--- src/rtl/ex_mul_pkg.sv ---
// Shared definitions for the EX-stage pipelined multiplier.
// Latency: n/a (types, constants and pure helper functions only).
// Backpressure: n/a.
package ex_mul_pkg;

    // Operand limb width used for partial-product generation
    localparam int LIMB_W = 16;

    // Non-held clock edges from operand sampling to a visible result
    localparam int MUL_LATENCY = 4;

    // opMode encodings
    typedef enum logic [1:0] {
        MUL_UU  = 2'b00,
        MUL_SS  = 2'b01,
        MUL_SU  = 2'b10,
        MUL_MAC = 2'b11
    } mul_mode_e;

    // Rs is two's complement in every mode except UU
    function automatic logic rs_is_signed(input mul_mode_e mode);
        return mode != MUL_UU;
    endfunction

    // Rt is two's complement in SS and in the accumulate mode (which is SS underneath)
    function automatic logic rt_is_signed(input mul_mode_e mode);
        return (mode == MUL_SS) || (mode == MUL_MAC);
    endfunction

endpackage

--- src/rtl/ex_mul_csa_add.sv ---
// Two-input W-bit carry-select adder, split into halves with one register level.
// Latency: 1 cycle (halves registered, upper-half select after the register).
// Backpressure: en = 0 freezes the internal registers.
module ex_mul_csa_add #(
    parameter int W = 64
) (
    input  logic         clock,
    input  logic         reset,
    input  logic         en,
    input  logic [W-1:0] a,
    input  logic [W-1:0] b,
    output logic [W-1:0] sum
);

    localparam int LW = W / 2;
    localparam int HW = W - LW;

    logic [LW:0]   lo_c;
    logic [HW-1:0] hi0_c;
    logic [HW-1:0] hi1_c;

    logic [LW-1:0] lo_q;
    logic          lo_cy_q;
    logic [HW-1:0] hi0_q;
    logic [HW-1:0] hi1_q;

    // Lower half with carry out; upper half precomputed for both carry-in values
    assign lo_c  = {1'b0, a[LW-1:0]} + {1'b0, b[LW-1:0]};
    assign hi0_c = a[W-1:LW] + b[W-1:LW];
    assign hi1_c = a[W-1:LW] + b[W-1:LW] + HW'(1);

    // Register both halves so neither carry chain spans the full width in one cycle
    always_ff @(posedge clock or negedge reset) begin
        if (!reset) begin
            lo_q    <= '0;
            lo_cy_q <= 1'b0;
            hi0_q   <= '0;
            hi1_q   <= '0;
        end else if (en) begin
            lo_q    <= lo_c[LW-1:0];
            lo_cy_q <= lo_c[LW];
            hi0_q   <= hi0_c;
            hi1_q   <= hi1_c;
        end
    end

    assign sum = {(lo_cy_q ? hi1_q : hi0_q), lo_q};

endmodule

--- src/rtl/ex_mul_pipe.sv ---
// Pipelined WIDTHxWIDTH -> 2*WIDTH multiplier (UU/SS/SU, optional MAC via EX_MUL_PIPE_MAC_EN).
// Latency: 4 non-held edges from operand sampling to outValid/valRn; one op per clock.
// Backpressure: hold = 1 freezes every register (valids and outputs); inputs ignored that cycle.
module ex_mul_pipe
    import ex_mul_pkg::*;
#(
    parameter int WIDTH = 32,
    parameter int TAGW  = 6
) (
    input  logic                 clock,
    input  logic                 reset,
    input  logic                 hold,
    input  logic                 inValid,
    input  logic [1:0]           opMode,
    input  logic [WIDTH-1:0]     valRs,
    input  logic [WIDTH-1:0]     valRt,
`ifdef EX_MUL_PIPE_MAC_EN
    input  logic [2*WIDTH-1:0]   valAcc,
`endif
    input  logic [TAGW-1:0]      inTag,
    output logic                 outValid,
    output logic [2*WIDTH-1:0]   valRn,
    output logic [TAGW-1:0]      outTag,
    output logic                 busy
);

    localparam int N   = WIDTH / LIMB_W;
    localparam int NPP = N * N;
    localparam int PW  = 2 * WIDTH;
    localparam int PPW = 2 * LIMB_W;
`ifdef EX_MUL_PIPE_MAC_EN
    localparam int NADD = NPP + 2;
`else
    localparam int NADD = NPP + 1;
`endif

    // ---------------- S0: operand capture ----------------
    logic             s0_vld;
    mul_mode_e        s0_mode;
    logic [WIDTH-1:0] s0_rs;
    logic [WIDTH-1:0] s0_rt;
    logic [TAGW-1:0]  s0_tag;
`ifdef EX_MUL_PIPE_MAC_EN
    logic [PW-1:0]    s0_acc;
`endif

    // Capture operands every non-held cycle; the valid bit marks whether they matter
    always_ff @(posedge clock or negedge reset) begin
        if (!reset) begin
            s0_vld  <= 1'b0;
            s0_mode <= MUL_UU;
            s0_rs   <= '0;
            s0_rt   <= '0;
            s0_tag  <= '0;
`ifdef EX_MUL_PIPE_MAC_EN
            s0_acc  <= '0;
`endif
        end else if (!hold) begin
            s0_vld  <= inValid;
            s0_mode <= mul_mode_e'(opMode);
            s0_rs   <= valRs;
            s0_rt   <= valRt;
            s0_tag  <= inTag;
`ifdef EX_MUL_PIPE_MAC_EN
            s0_acc  <= valAcc;
`endif
        end
    end

    // ---------------- S1: partial products and sign correction ----------------
    logic [PPW-1:0]   pp_c [NPP];
    logic             rs_neg;
    logic             rt_neg;
    logic [WIDTH-1:0] corr_c;

    // Unsigned 16x16 products of every limb pair; signedness is handled by corr_c
    for (genvar gi = 0; gi < N; gi++) begin : g_pp_row
        for (genvar gj = 0; gj < N; gj++) begin : g_pp_col
            assign pp_c[gi*N+gj] = PPW'(s0_rs[gi*LIMB_W +: LIMB_W]) *
                                   PPW'(s0_rt[gj*LIMB_W +: LIMB_W]);
        end
    end

    // A negative signed operand is worth (value - 2^WIDTH), so subtract the other operand
    // from the upper half; the 2^(2*WIDTH) cross term vanishes modulo the result width.
    always_comb begin
        rs_neg = rs_is_signed(s0_mode) && s0_rs[WIDTH-1];
        rt_neg = rt_is_signed(s0_mode) && s0_rt[WIDTH-1];
        corr_c = '0;
        if (rs_neg) corr_c = corr_c - s0_rt;
        if (rt_neg) corr_c = corr_c - s0_rs;
    end

    logic             s1_vld;
    logic [TAGW-1:0]  s1_tag;
    logic [PPW-1:0]   s1_pp [NPP];
    logic [WIDTH-1:0] s1_corr;
`ifdef EX_MUL_PIPE_MAC_EN
    logic [PW-1:0]    s1_acc;
`endif

    // Register partial products; the addend is zeroed here unless the op accumulates
    always_ff @(posedge clock or negedge reset) begin
        if (!reset) begin
            s1_vld  <= 1'b0;
            s1_tag  <= '0;
            s1_corr <= '0;
            for (int k = 0; k < NPP; k++) s1_pp[k] <= '0;
`ifdef EX_MUL_PIPE_MAC_EN
            s1_acc  <= '0;
`endif
        end else if (!hold) begin
            s1_vld  <= s0_vld;
            s1_tag  <= s0_tag;
            s1_corr <= corr_c;
            for (int k = 0; k < NPP; k++) s1_pp[k] <= pp_c[k];
`ifdef EX_MUL_PIPE_MAC_EN
            s1_acc  <= (s0_mode == MUL_MAC) ? s0_acc : '0;
`endif
        end
    end

    // ---------------- S2: column alignment and carry-save reduction ----------------
    logic [PW-1:0] add_v [NADD];
    logic [PW-1:0] red_a;
    logic [PW-1:0] red_b;
    logic [PW-1:0] red_t;

    // Place each partial product at the column of its limb pair
    for (genvar gi = 0; gi < N; gi++) begin : g_al_row
        for (genvar gj = 0; gj < N; gj++) begin : g_al_col
            assign add_v[gi*N+gj] = PW'(s1_pp[gi*N+gj]) << (LIMB_W * (gi + gj));
        end
    end

    assign add_v[NPP] = {s1_corr, {WIDTH{1'b0}}};
`ifdef EX_MUL_PIPE_MAC_EN
    assign add_v[NPP+1] = s1_acc;
`endif

    // 3:2 compressor chain folding every aligned term into a sum/carry pair
    always_comb begin
        red_a = '0;
        red_b = '0;
        red_t = '0;
        for (int k = 0; k < NADD; k++) begin
            red_t = red_a ^ red_b ^ add_v[k];
            red_b = ((red_a & red_b) | (red_a & add_v[k]) | (red_b & add_v[k])) << 1;
            red_a = red_t;
        end
    end

    logic            s2_vld;
    logic [TAGW-1:0] s2_tag;
    logic [PW-1:0]   s2_a;
    logic [PW-1:0]   s2_b;

    // Register the redundant sum/carry form
    always_ff @(posedge clock or negedge reset) begin
        if (!reset) begin
            s2_vld <= 1'b0;
            s2_tag <= '0;
            s2_a   <= '0;
            s2_b   <= '0;
        end else if (!hold) begin
            s2_vld <= s1_vld;
            s2_tag <= s1_tag;
            s2_a   <= red_a;
            s2_b   <= red_b;
        end
    end

    // ---------------- S3: final carry-propagate add ----------------
    logic [PW-1:0]   sum_w;
    logic            s3_vld;
    logic [TAGW-1:0] s3_tag;

    ex_mul_csa_add #(
        .W (PW)
    ) u_final_add (
        .clock (clock),
        .reset (reset),
        .en    (!hold),
        .a     (s2_a),
        .b     (s2_b),
        .sum   (sum_w)
    );

    // Tag and valid ride alongside the adder's internal register level
    always_ff @(posedge clock or negedge reset) begin
        if (!reset) begin
            s3_vld <= 1'b0;
            s3_tag <= '0;
        end else if (!hold) begin
            s3_vld <= s2_vld;
            s3_tag <= s2_tag;
        end
    end

    // Result register: data and tag update only for a real op, so bubbles keep the last result
    always_ff @(posedge clock or negedge reset) begin
        if (!reset) begin
            outValid <= 1'b0;
            valRn    <= '0;
            outTag   <= '0;
        end else if (!hold) begin
            outValid <= s3_vld;
            if (s3_vld) begin
                valRn  <= sum_w;
                outTag <= s3_tag;
            end
        end
    end

    assign busy = s0_vld | s1_vld | s2_vld | s3_vld | outValid;

endmodule

--- config.mk ---
export PLATFORM = sky130hd
export DESIGN_NAME = ex_mul_pipe
export DESIGN_NICKNAME = d
export VERILOG_FILES = /design/src/rtl/ex_mul_pkg.sv /design/src/rtl/ex_mul_csa_add.sv /design/src/rtl/ex_mul_pipe.sv
export SDC_FILE = /design/constraint.sdc
export NUM_CORES = 2
export LEC_CHECK = 0
export CAP_MARGIN = 20
export CORE_ASPECT_RATIO = 1.1
export CORE_MARGIN = 5
export CORE_UTILIZATION = 40
export DETAILED_ROUTE_END_ITERATION = 7
export PLACE_DENSITY_LB_ADDON = 0.08
export SYNTH_ARGS = -nofsm -noshare
export SYNTH_HDL_FRONTEND = slang
export SYNTH_SLANG_ARGS = --single-unit
export TNS_END_PERCENT = 30
--- constraint.sdc ---
create_clock -name clock -period 6.6 [get_ports clock]
set_clock_uncertainty 0.05 [all_clocks]
set_input_delay 0.99 -clock clock [delete_from_list [all_inputs] [get_ports clock]]
set_output_delay 0.99 -clock clock [all_outputs]
set_load 0.005 [all_outputs]
# After elaboration in Yosys (flattened, before gate mapping)

Cells that the tools add are included.

Register bits after elaboration: 549
Bits in latches: 0
Memory bits (writable): 0
ROM bits: 0
Input port bits: 76
Output and inout bits: 72
Logic and storage cells: 72
Memories kept: 0

Add/subtract/negate cells: 5
Multiply operators: 4
Divide/modulo/power cells: 0
$lt $le $gt $ge: 0
Equality and inequality tests: 2
Shift-type cells: 0
Muxes and demuxes: 3
Bitwise operators: 28
Reduce and logical (&&, ||, !) cells: 5

Operators by type and width:

| cell                                              | count |
|---|---|
| bitwise AND 63 bit                                | 3 |
| bitwise OR 63 bit                                 | 3 |
| multiplier 16 x 16 -> 32 bit                      | 4 |
| XOR 64 bit                                        | 2 |
| 2-to-1 mux 32 bit                                 | 3 |
| XOR 50 x 64 -> 64 bit                             | 1 |
| bitwise AND 49 x 63 -> 63 bit                     | 1 |
| bitwise AND 50 x 63 -> 63 bit                     | 1 |
| bitwise OR 50 x 63 -> 63 bit                      | 1 |
| bitwise AND 49 x 50 -> 50 bit                     | 1 |
| XOR 49 x 50 -> 50 bit                             | 1 |
| bitwise AND 48 x 49 -> 49 bit                     | 1 |
| bitwise AND 49 x 48 -> 49 bit                     | 1 |
| bitwise OR 49 x 48 -> 49 bit                      | 1 |
| bitwise OR 49 bit                                 | 1 |
| XOR 48 x 49 -> 49 bit                             | 1 |
| XOR 49 x 48 -> 49 bit                             | 1 |
| bitwise AND 32 x 48 -> 48 bit                     | 1 |
| bitwise AND 48 bit                                | 1 |
| XOR 32 x 48 -> 48 bit                             | 1 |
| adder 32 x 32 -> 33 bit                           | 1 |
| adder 32 x 1 -> 32 bit, second input constant     | 1 |
| adder 32 bit                                      | 1 |
| subtractor 1 x 32 -> 32 bit, first input constant | 1 |
| other kinds (9)                                   | 13 |

# Longest topological paths before layout

Depth after elaboration: 10
Gate-level depth with buffers: 26
Gate-level depth less buffers: 24

# By module

A second synthesis with hierarchy kept.

Cells, all modules: 6,641
Area, all modules: 62,916.6 um^2

Modules (own cells, without submodules):

| module         | times used | cells an instance | area an instance (um^2) | sequential area each (um^2) |
|---|---|---|---|---|
| ex_mul_pipe    | 1          | 5,781             | 55,017.8                | 10,860.4 |
| ex_mul_csa_add | 1          | 860               | 7,898.8                 | 2,427.3 |

# Least setup slack after synthesis

No wires, ideal clock.

Kind: register to register
From: reg s0_rt[1]
To: reg s1_pp, in the netlist add_v[286]
Setup time: 0.069 ns
Arrival time: 6.705 ns
Required time: 6.481 ns
Path slack: -0.224 ns
Cell stages (with the launch flop): 25
Buffers on the path: 2
Clock period less this slack: 6.824 ns
Cell sequence: dfrtp_1 > clkbuf_1 > buf_1 > nand2_1 > fa_1 > fa_1 > fa_1 > fa_1 > inv_1 > fa_1 > inv_1 > fa_1 > inv_1 > ha_1 > a21o_1 > a21o_1 > a221oi_2 > o31ai_1 > o41ai_4 > o21ai_1 > a311oi_2 > o21bai_1 > a41o_1 > or4b_1 > nand3_1

Longest elaborated chain between the ends: 1

Ends and longest elaborated chain:

| item                         | RTL line          | source |
|---|---|---|
| start: declaration           | ex_mul_pipe.sv:41 | `logic [WIDTH-1:0] s0_rt;` |
| start signal: assignment     | ex_mul_pipe.sv:62 | `s0_rt <= valRt;` |
| multiplier 16 x 16 -> 32 bit | ex_mul_pipe.sv:79 | `assign pp_c[gi*N+gj] = PPW'(s0_rs[gi*LIMB_W +: LIMB_W]) *` |
| end: declaration             | ex_mul_pipe.sv:96 | `logic [PPW-1:0] s1_pp [NPP];` |

Every way passes these cells.
A chain may end at the register's enable or synchronous reset.

# Worst setup path after layout

From: reg s0_rs[6]
To: reg s1_pp, in the netlist add_v[286]

Longest elaborated chain between the ends: 1

Ends and longest elaborated chain:

| item                         | RTL line          | source |
|---|---|---|
| start: declaration           | ex_mul_pipe.sv:40 | `logic [WIDTH-1:0] s0_rs;` |
| start signal: assignment     | ex_mul_pipe.sv:61 | `s0_rs <= valRs;` |
| multiplier 16 x 16 -> 32 bit | ex_mul_pipe.sv:79 |  |

Every way passes these cells.

==> flow_summary_export.csv <==
group,metric,value,unit
run_status,run_status,"finished with violations",
run_status,violations,"negative setup slack",
critical_path,critPathRequiredTime,7160,ps
global_route,grt_util_all_layers,21.8,%
timing,timing_hold_violations_final,0,
drt,postRouteWirelength,172,mm
critical_path,worstReg2RegStart,"s0_rs[6]",
drt,post_drt_via_cell_ratio,5.02,
clock_tree,ctsLongestPathBuffers,3,
placement,io_buffer_count,147,
clock_tree,number_of_buffers_inserted_for_hold_repair_after_clock_tree_synthesis,0,
clock_tree,clk_pin_slew_worst_paths,70,ps
drt,post-route-drc-count,0,
timing,timing.final.crit_share,100,%
clock_tree,cts_max_level,3,
synth,synthesis.area,61200,sq um
clock_tree,cts-buffers-inserted,68,
synth,syn_avg_cell_area,9.51,sq um
critical_path,r2r_end,"add_v[286]",
drt,routed_wire_length_per_instance,19.7,microns
timing,finalSetupViolations,1,
timing,slew_violations,0,
timing,min_period,6620,ps
placement,globalplace.congestion,0.880,
synth,synth_cell_type_count,100,
critical_path,worst-r2r-setup-slack,-20,ps
timing,setup_repair_after_global_routing_missed_its_margin,"yes",
synth,synth_top_area_share,27.1,%
critical_path,slowest_delay,540,ps
critical_path,crit_path_start_kind,"flop",
timing,final.hold.worst_slack,223,ps
critical_path,worstPathArrival,7170,ps
synth,synth_seq_cells,531,
synth,post_synth_main_area_contributors,"sky130_fd_sc_hd__fa_1, sky130_fd_sc_hd__dfrtp_1, sky130_fd_sc_hd__ha_1",
critical_path,ff2ff_path_depth,24,
synth,synth_nets,7905,
flow_run,drv_cap,0,
critical_path,worst_path_max_delay_cell,"sky130_fd_sc_hd__fa_1",
critical_path,type_of_element_capturing_the_critical_path,"flop",
floorplanning,die-height,420,microns
synth,async_reset_ff_share,100,%
finish,post-route-util,46.3,%
critical_path,crit_type,"reg2reg",
placement,hpwl,136,mm
critical_path,cp_max_fanout,11,
finish,fillerInstances,14706,
clock_tree,clock_tree_from_tritoncts,"done",
critical_path,path_cells,"buf_12 -> and2_1 -> fa_1 -> inv_1 -> fa_1 -> fa_1 -> fa_1 -> inv_1 -> fa_1 -> inv_1 -> fa_1 -> inv_1 -> ha_4 -> a21o_1 -> a21o_1 -> a221oi_2 -> o31ai_2 -> o41ai_4 -> o21ai_2 -> a311oi_2 -> o21bai_1 -> a41o_1 -> or4b_1 -> nand3_1",
floorplanning,design.portCount,148,
min_path,min_path_type,"in2async",
floorplanning,core-area,152000,sq um
synth,synth-warning-count,0,
drt,postRouteAntennaNets,0,
drt,drt_pre_antenna_iters,5,
floorplanning,die_x,383,microns
timing,setup_slack,-16.2,ps
synth,synth_flop_cell,"sky130_fd_sc_hd__dfrtp_1",
finish,synthToLayoutAreaGrowth,15.0,%
global_route,first_global_vias,46278,
timing,max_clock_freq,151,MHz
timing,slew-limit-headroom,35.6,%
global_route,grt.overflow.total,0,
synth,ys_seq_area_share,21.7,%
drt,overall_via_count_from_detail_route,43783,
synth,yosys.area.top_type,"sky130_fd_sc_hd__fa_1",
global_route,grt_max_degree,201,
global_route,global_route_wire_length_before_repair,274,mm
floorplanning,initial_standard_cell_utilization_of_the_core,40.2,%
synth,gate_count_of_the_mapped_netlist,6432,
critical_path,timing.critical_path.mode_cell,"sky130_fd_sc_hd__fa_1",
floorplanning,die-area,161000,sq um
drt,dr.first_iter.drc_count,2122,
clock_tree,cts.sinks,531,
synth,synth_enable_flop_cells,0,
finish,final_nets,8169,
floorplanning,num_rows,150,
clock_tree,clock_latency,670,ps
finish,drive_gt1_share,13.7,%
timing,max_slew.worst_pin.slew,966,ps
global_route,grt_antenna_before_repair,8,
clock_tree,ctsRootBufferMaster,"sky130_fd_sc_hd__clkbuf_16",
[cell usage after synthesis, drive strengths merged (25+ instances only)]
master and number:
xor2 99, a21oi 173, buf 27, o21ai 293
nor3 42, nand3 44, inv 1122, a21o 83
dfrtp 531, nand2b 28, xnor2 115, a211oi 25
ha 568, mux2 290, and2 480, nand2 872
nor2 178, fa 829, mux2i 38, clkbuf 300
[worst max path at each step]
stage              from         end  slack (ps)
3_3_place_gp   s0_rt[3]  add_v[286]         -90
5_1_grt        s0_rt[1]  add_v[286]        -300
2_1_floorplan  s0_rt[8]  add_v[286]           6
3_5_place_dp   s0_rs[8]  add_v[235]        -150
6_report       s0_rs[6]  add_v[286]         -20
4_1_cts        s0_rs[8]  add_v[286]         -40
[registers in the layout (all words and copies together) (netlist names), 2 cells and up]
register,cells
add_v,128
s2_a,64
valRn,64
s2_b,45
s0_rs,32
s0_rt,32
s1_corr,32
u_final_add.hi0_q,32
u_final_add.hi1_q,32
u_final_add.lo_q,32
outTag,6
s0_tag,6
s1_tag,6
s2_tag,6
s3_tag,6
s0_mode,2
[routing by layer]
| metal | up-vias | global-route usage [%] | part of all wire, % |
|---|---|---|---|
| li1 | 20654 | - | - |
| met1 | 22181 | 31.8 | 49 |
| met2 | 771 | 34.9 | 45 |
| met3 | 177 | 2.67 | 3.8 |
| met4 | 0 | 5.14 | 2.4 |
| met5 | - | 0 | 0 |
[area by class of cell]
class                      count  area [sq um]  area share [%]
timing repair buffer         521          5230            7.44
tap                         1976          2470            3.51
clock buffer                  91          1890            2.69
sequential                   531         13300            18.9
inverter                    1123          4220            5.99
antenna                        1          2.50         0.00356
clock inverter                30           384           0.546
multi-input combinational   4451         42900            60.9
[placed cells by master, fill, tap and decap left out, types with 82 or more instances in the layout]
master	netlist	final
sky130_fd_sc_hd__o21ai_0	277	267
sky130_fd_sc_hd__nor2_1	177	175
sky130_fd_sc_hd__clkdlybuf4s50_1	0	145
sky130_fd_sc_hd__xor2_1	96	95
sky130_fd_sc_hd__mux2_2	290	290
sky130_fd_sc_hd__a21o_1	82	82
sky130_fd_sc_hd__dfrtp_1	531	516
sky130_fd_sc_hd__ha_1	568	560
sky130_fd_sc_hd__a21oi_1	171	153
sky130_fd_sc_hd__fa_1	829	819
sky130_fd_sc_hd__buf_4	0	288
sky130_fd_sc_hd__nand2_1	872	868
sky130_fd_sc_hd__inv_1	1120	1116
sky130_fd_sc_hd__xnor2_1	114	112
sky130_fd_sc_hd__and2_1	480	476
[worst max-delay path, delay by kind of cell, from the launching register on]
family,cells,cell delay [ps]
AND/OR/NAND/NOR,3,710
flip-flops,1,410
buffers and inverters,5,360
adder cells (fa/ha/maj),7,3170
AO/OA/AOI/OAI,9,1850
[cell families after synthesis]
logic type               after synthesis  synth area share [%]
AO/OA/AOI/OAI                        757                  7.80
buffers and inverters               1450                  8.90
XOR/XNOR                             214                  3.11
adder cells (fa/ha/maj)             1397                  38.8
multiplexers                         328                  5.96
AND/OR/NAND/NOR                     1755                  13.7
flip-flops                           531                  21.7
[per-stage QoR]
step / setup slack (ps) / instances / cell area, sq um / TNS (ps)
after floorplan: 5.92 / 6432 / 61200 / 0
final: -16.2 / 8724 / 70400 / -16.2
after CTS: -43.3 / 8708 / 69700 / -70.3
after global placement: -91.9 / 8582 / 67300 / -357
after global routing: -298 / 8723 / 70400 / -1270
after detailed placement: -146 / 8582 / 67300 / -1430
[timing repair]
item	CTS	global route
pin swaps	7	42
cloned	0	2
endpoints found under the setup margin	19	39
hold endpoints to repair	0	0
gates resized for setup	25	117
buffers inserted	5	13
Power is left out: the tool's default activity adds up to more than one toggle a clock period on the data nets, which glitch-free logic cannot reach.
